[config.mk]
export PLATFORM = sky130hd
export DESIGN_NAME = sys_run_ctrl
export DESIGN_NICKNAME = d
export VERILOG_FILES = /design/src/rtl/sys_ctrl_pkg.sv /design/src/rtl/sys_debounce.sv /design/src/rtl/sys_run_ctrl.sv
export SDC_FILE = /design/constraint.sdc
export NUM_CORES = 1
export LEC_CHECK = 0
export ABC_AREA = 1
export BUFFER_PORTS_ARGS = -buffer_cell sky130_fd_sc_hd__buf_2
export CAP_MARGIN = 30
export CORE_AREA = 2 2 136 138
export CTS_CLUSTER_DIAMETER = 50
export DETAILED_ROUTE_END_ITERATION = 10
export DIE_AREA = 0 0 138 140
export HOLD_SLACK_MARGIN = 0.1
export PLACE_DENSITY_LB_ADDON = 0.12
export SLEW_MARGIN = 20
export SYNTH_ARGS = -nofsm -noshare
export SYNTH_HDL_FRONTEND = slang
export SYNTH_SLANG_ARGS = --single-unit
[constraint.sdc]
create_clock -name SYS_clk -period 2.5 [get_ports SYS_clk]
set_input_delay 0.5 -clock SYS_clk [delete_from_list [all_inputs] [get_ports SYS_clk]]
set_output_delay 0.5 -clock SYS_clk [all_outputs]
set_load 0.05 [all_outputs]
[src/rtl/sys_ctrl_pkg.sv]
// Shared types and constants for the run-control block: one-hot FSM states,
// active-low 7-segment patterns and the hex decode helper.
package sys_ctrl_pkg;

  typedef enum logic [3:0] {
    ST_HALT = 4'b0001,
    ST_STEP = 4'b0010,
    ST_LOAD = 4'b0100,
    ST_RUN  = 4'b1000
  } state_t;

  localparam logic [6:0] SEG_BLANK = 7'h7F;

  // Element n is the active-low gfedcba pattern for hex digit n.
  localparam logic [15:0][6:0] SEG_HEX = {
    7'h0E, 7'h06, 7'h21, 7'h46, 7'h03, 7'h08, 7'h10, 7'h00,
    7'h78, 7'h02, 7'h12, 7'h19, 7'h30, 7'h24, 7'h79, 7'h40
  };

  function automatic logic [6:0] seg_hex(input logic [3:0] nib);
    return SEG_HEX[nib];
  endfunction

endpackage

[src/rtl/sys_debounce.sv]
// Debouncer: the output follows the input only after DEB_CYCLES consecutive
// samples that differ from the current stable level.
module sys_debounce #(
  parameter int unsigned DEB_CYCLES = 1000000
) (
  input  logic clk_i,
  input  logic rst_i,
  input  logic in_i,
  output logic out_o
);

  localparam int unsigned CNT_W = (DEB_CYCLES > 1) ? $clog2(DEB_CYCLES) : 1;
  localparam logic [CNT_W-1:0] CNT_MAX = CNT_W'(DEB_CYCLES - 1);

  logic [CNT_W-1:0] cnt_q, cnt_d;
  logic             stable_q, stable_d;

  always_comb begin
    cnt_d    = '0;
    stable_d = stable_q;
    if (in_i != stable_q) begin
      if (cnt_q == CNT_MAX) begin
        stable_d = in_i;
      end else begin
        cnt_d = cnt_q + 1'b1;
      end
    end
  end

  always_ff @(posedge clk_i or posedge rst_i) begin
    if (rst_i) begin
      cnt_q    <= '0;
      stable_q <= 1'b0;
    end else begin
      cnt_q    <= cnt_d;
      stable_q <= stable_d;
    end
  end

  assign out_o = stable_q;

endmodule

[src/rtl/sys_run_ctrl.sv]
// Run-control and debug display: key conditioning, HALT/STEP/LOAD/RUN FSM,
// debug channel snapshot to hex digits. Define SYS_DEBOUNCE_EN to debounce keys.
module sys_run_ctrl
  import sys_ctrl_pkg::*;
#(
  parameter int unsigned PC_W       = 8,
  parameter int unsigned DATA_W     = 32,
  parameter int unsigned NUM_CH     = 8,
  parameter int unsigned SEL_W      = 8,
  parameter int unsigned NUM_DIGITS = 8,
  parameter int unsigned RUN_DIV    = 1,
  parameter int unsigned DEB_CYCLES = 1000000
) (
  input  logic                     SYS_clk,
  input  logic                     SYS_rst,
  input  logic                     SYS_load,
  input  logic                     SYS_step,
  input  logic                     SYS_run,
  input  logic [PC_W-1:0]          SYS_pc_val,
  input  logic [SEL_W-1:0]         SYS_output_sel,
  input  logic [NUM_CH*DATA_W-1:0] SYS_dbg,
  output logic                     SYS_cpu_en,
  output logic                     SYS_pc_load,
  output logic [PC_W-1:0]          SYS_pc_load_val,
  output logic [7:0]               SYS_leds,
  output logic [NUM_DIGITS*7-1:0]  SYS_hex
);

  localparam int unsigned CNT_W = (RUN_DIV > 1) ? $clog2(RUN_DIV) : 1;
  localparam logic [CNT_W-1:0] CNT_MAX = CNT_W'(RUN_DIV - 1);
  localparam int unsigned EXT_W = NUM_DIGITS * 4 + DATA_W;

  // Bit order in the key pipeline: {run, step, load}.
  logic [2:0]        sync1_q, sync2_q;
  logic              load_lvl, step_lvl, run_lvl;
  logic [1:0]        prev_q, pulse_q;
  state_t            state_q, state_d;
  logic [CNT_W-1:0]  cnt_q, cnt_d;
  logic              cpu_en_q, cpu_en_d, pc_load_q, pc_load_d;
  logic [PC_W-1:0]   pc_val_q, pc_val_d;
  logic [DATA_W-1:0] snap_q, snap_d;
  logic              sel_err_q, sel_err_d;
  logic [EXT_W-1:0]  snap_ext;

`ifdef SYS_DEBOUNCE_EN
  sys_debounce #(.DEB_CYCLES(DEB_CYCLES)) u_deb_load (
    .clk_i(SYS_clk), .rst_i(SYS_rst), .in_i(sync2_q[0]), .out_o(load_lvl)
  );
  sys_debounce #(.DEB_CYCLES(DEB_CYCLES)) u_deb_step (
    .clk_i(SYS_clk), .rst_i(SYS_rst), .in_i(sync2_q[1]), .out_o(step_lvl)
  );
`else
  assign load_lvl = sync2_q[0];
  assign step_lvl = sync2_q[1];
`endif
  assign run_lvl = sync2_q[2];

  always_comb begin
    state_d   = state_q;
    cnt_d     = '0;
    cpu_en_d  = 1'b0;
    pc_load_d = 1'b0;
    pc_val_d  = pc_val_q;
    unique case (state_q)
      ST_HALT: begin
        if (pulse_q[0])      state_d = ST_LOAD;
        else if (pulse_q[1]) state_d = ST_STEP;
        else if (run_lvl)    state_d = ST_RUN;
      end
      ST_RUN: begin
        if (pulse_q[0])    state_d = ST_LOAD;
        else if (!run_lvl) state_d = ST_HALT;
        else begin
          cnt_d    = (cnt_q == CNT_MAX) ? '0 : cnt_q + 1'b1;
          cpu_en_d = (cnt_q == CNT_MAX);
        end
      end
      default: state_d = ST_HALT;
    endcase
    // Strobes are registered alongside the state they belong to.
    if (state_d == ST_STEP) cpu_en_d = 1'b1;
    if (state_d == ST_LOAD) begin
      pc_load_d = 1'b1;
      pc_val_d  = SYS_pc_val;
    end
  end

  always_comb begin
    snap_d    = '0;
    sel_err_d = 1'b1;
    for (int unsigned k = 0; k < NUM_CH; k++) begin
      if (SYS_output_sel == SEL_W'(k)) begin
        snap_d    = SYS_dbg[k*DATA_W +: DATA_W];
        sel_err_d = 1'b0;
      end
    end
  end

  always_ff @(posedge SYS_clk or posedge SYS_rst) begin
    if (SYS_rst) begin
      sync1_q   <= '0;
      sync2_q   <= '0;
      prev_q    <= '0;
      pulse_q   <= '0;
      state_q   <= ST_HALT;
      cnt_q     <= '0;
      cpu_en_q  <= 1'b0;
      pc_load_q <= 1'b0;
      pc_val_q  <= '0;
      snap_q    <= '0;
      sel_err_q <= 1'b0;
    end else begin
      sync1_q   <= {SYS_run, SYS_step, SYS_load};
      sync2_q   <= sync1_q;
      prev_q    <= {step_lvl, load_lvl};
      pulse_q   <= {step_lvl, load_lvl} & ~prev_q;
      state_q   <= state_d;
      cnt_q     <= cnt_d;
      cpu_en_q  <= cpu_en_d;
      pc_load_q <= pc_load_d;
      pc_val_q  <= pc_val_d;
      snap_q    <= snap_d;
      sel_err_q <= sel_err_d;
    end
  end

  assign snap_ext = EXT_W'(snap_q);

  always_comb begin
    SYS_hex = '1;
    for (int unsigned i = 0; i < NUM_DIGITS; i++) begin
      if (i * 4 < DATA_W) SYS_hex[i*7 +: 7] = seg_hex(snap_ext[i*4 +: 4]);
      else                SYS_hex[i*7 +: 7] = SEG_BLANK;
    end
  end

  assign SYS_cpu_en      = cpu_en_q;
  assign SYS_pc_load     = pc_load_q;
  assign SYS_pc_load_val = pc_val_q;
  assign SYS_leds        = {state_q, sel_err_q, 3'b000};

endmodule

==> results.txt <==
Status - completed
First-pass GRT wire length - 35.4 mm
Max cap viols - 0
Post-route minimum period - 2420 ps
Die area - 19300 sq um
P&R area growth vs syn - 39.7%
Final Instance Area - 8220 sq um
Worst Skew - 2.09 ps
Clk_lat worst skew - 340 ps
Combinational Power Share - 33.4%
Worst Path Arrival - 1920 ps
Post-synthesis sequential area ratio - 24.3%
Cell Pwr Density - 438 nW/um^2
Die W - 138 microns
FP Rows - 49
Int Power - 2190 uW
Fraction of layout cells with a size suffix above 1 - 30.0%
Gr usage total - 23.0%
Initial antenna violation count - 4
Clock Pin Slew Worst Setup and Hold Paths - 60 ps
Total CTS buffers - 9
CP max FO - 5
Port Buf Inserts - 347
Synth unique cells - 33
Largest net degree at the start of global routing - 36
Hold WC Path Type - input port to async pin
Net Sw Frac - 39.3%
CTS Sinks - 57
# nets final - 1658
Final worst path period share - 96.6%
Nature of the critical path endpoint - output port
Pwr Total - 3600 uW
Vias in the first global route - 6908
Area post-placement - 7900 sq um
Setup bufs post-CTS - 0
Worst-path cell chain - inv_1 > ha_1 > inv_1 > o31ai_1 > buf_2
Relative slew slack - 59.6%
CTS H-Tree Depth - 3
Max incr delay on CP - 430 ps
Worst Tran Pin Value - 605 ps
Critical path class - register to output port
CTS max path bufs - 2
RSZ-0062 raised after global routing - no
Total gr overflow - 0
Clock root buffer - clkbuf_16
Net switching power - 1410 uW
Initial Utilization - 33.1%
Final setup fails - 0
Slowest CP cell - dfrtp_1
ANT nets after route - 0
Post-Route Utilization - 46.2%
Synth warnings - 0
Synth Cell Area - 5880 sq um
Worst Hold Slack - 227 ps
Drt first pass iters - 6
Delay-heaviest family, CP - buffers and inverters
Die Y - 140 microns
Core area - 17800 sq um
Sequential Power Share - 31.1%
CTS tree - built
Routability congestion estimate - 0.903
Number of remaining DRC errors - 0
1st-iter DRT viols - 425
Slew Limit Fails - 0
Worst vdd ir - 550 uV
Post-Route WL - 23.1 mm
Leakage power - 0.00500 uW
Crit path buffers/inverters - 3
Via Count - 7297
Synthesized flop and latch total - 57
Drt wl/cell - 14.7 microns
Clock share of power - 35.4%
I/O pin total - 351
Vias per cell - 4.64
Synthesized netlist cell count - 997
Startpoint types - register
Mean Syn Cell Area - 5.90 sq um
Cell repeated most along the worst path - inv_1
Final hold violation count - 0
Highest Clock Rate - 0.414 GHz
Detail Placement HPWL - 18.7 mm
Crit path required time - 2000 ps
[worst register-to-register path: cells and delay by family (launching register included)]
family / cells / cell delay (ps)
flip-flops: 1 / 550
AND/OR/NAND/NOR: 4 / 300
AO/OA/AOI/OAI: 1 / 190
buffers and inverters: 4 / 330
[sequential cells by signal, indices dropped and copies added (netlist names)]
register	cells
sync1_q	3
state_q	4
prev_q	2
SYS_pc_load	1
sync2_q	3
SYS_cpu_en	1
snap_q	32
SYS_pc_load_val	8
sel_err_q	1
pulse_q	2
[synth_stat cells]
cell | n | area share (%)
inv_2 | 4 | 0.26
nand4_1 | 10 | 1.1
buf_4 | 12 | 1.5
clkbuf_1 | 11 | 0.70
nand3_1 | 94 | 8.0
or2_2 | 5 | 0.53
nand2_1 | 340 | 22
inv_1 | 112 | 7.1
clkinv_1 | 4 | 0.26
dfstp_2 | 1 | 0.45
conb_1 | 1 | 0.064
a22oi_1 | 1 | 0.13
inv_4 | 1 | 0.11
nor3_4 | 1 | 0.28
nor2_4 | 1 | 0.19
a31oi_1 | 2 | 0.21
o21ai_2 | 1 | 0.15
o311ai_0 | 2 | 0.30
nor3_2 | 1 | 0.17
o31ai_1 | 8 | 1.0
a32o_1 | 1 | 0.17
nor2_2 | 2 | 0.21
o21ai_0 | 36 | 3.1
o211ai_1 | 4 | 0.51
nand2_4 | 1 | 0.19
nand2_2 | 3 | 0.32
a21oi_1 | 33 | 2.8
dfrtp_1 | 56 | 24
nor2_1 | 159 | 10
a32oi_1 | 4 | 0.60
or2_0 | 22 | 2.3
ha_1 | 48 | 10
buf_2 | 16 | 1.4
[cell families (layout without fill, tap and decap cells)]
kind of cell | Yosys count | in the layout | synth area share, %
compound gates | 92 | 92 | 8.96
other cells | 1 | 8 | 0.0638
simple gates | 639 | 639 | 45.1
flops | 57 | 57 | 24.3
buf+inv | 160 | 499 | 11.4
fa+ha+maj | 48 | 48 | 10.2
[layout make-up]
type,count,area (sq um)
fillers,1946,9560
clock buffers,9,225
multi-input cells,782,3820
repair buffers,362,1910
inverters,121,457
diodes,5,12.5
well taps,229,287
clock inverters,7,77.6
flip-flops and latches,57,1430
[per-stage QoR]
| stage | setup slack, ps | std cells | setup TNS, ps |
|---|---|---|---|
| after floorplan | -41.2 | 999 | -41.2 |
| after global placement | 351 | 1551 | 0 |
| after detailed placement | 311 | 1551 | 0 |
| after CTS | 129 | 1567 | 0 |
| after global routing | 26.0 | 1571 | 0 |
| final | 84.0 | 1572 | 0 |
[repair_timing]
item	4_1_cts	5_1_grt
hold buffers	0	0
resized for setup	0	1
setup endpoints to repair	0	1
[power by group through the flow]
| stage | registers (uW) | clock network (uW) | logic, uW |
|---|---|---|---|
| after CTS | 1120 | 1310 | 1210 |
| after floorplan | 1470 | 0 | 427 |
| after global placement | 1140 | 0 | 1210 |
| after global routing | 1130 | 1360 | 1290 |
| final | 1120 | 1280 | 1200 |
| after detailed placement | 1140 | 0 | 1210 |
[worst paths after layout]
path                                      startpoint                             end  slack (ps)  depth (start not counted)
worst max-delay path            snap_q[13]$_DFF_PP0_                     SYS_hex[25]          80                          5
worst min-delay path                         SYS_rst           SYS_pc_load$_DFF_PP0_         230                          2
worst max register to register  state_q[0]$_DFF_PP1_  SYS_pc_load_val[1]$_DFFE_PP0P_        1020                          9
worst min register to register  sync1_q[0]$_DFF_PP0_            sync2_q[0]$_DFF_PP0_         350                          0
max in group asynchronous                    SYS_rst            state_q[0]$_DFF_PP1_        1610                          3
min in group SYS_clk                         SYS_run            sync1_q[2]$_DFF_PP0_         270                          1
[layer usage]
layer / global-route usage [%] / part of all wire (%) / up-vias
met3: 4.82 / 6.5 / 42
met4: 8.81 / 2.7 / 0
li1: - / - / 3774
met2: 40.5 / 49 / 300
met5: 0 / 0 / -
met1: 27.6 / 42 / 3181
[layout by cell type, fill, tap and decap left out, types with 2 or more instances in the layout]
master and count:
conb_1 3, nand3_1 94, diode_2 5, nand2_2 3, nor2_1 159, inv_6 2
inv_1 111, nand4_1 10, o211ai_1 4, o21ai_0 34, or2_0 22, a21oi_1 33
inv_2 5, a32oi_1 4, clkbuf_16 9, nor2_4 3, a31oi_1 2, nand2_1 340
o31ai_1 8, nor3_4 2, o21ai_1 2, buf_12 5, buf_2 346, clkinvlp_4 4
or2_2 5, ha_1 48, dfrtp_1 56, buf_4 10, clkinv_1 4
No activity file was read; power rests on OpenSTA's default activity.
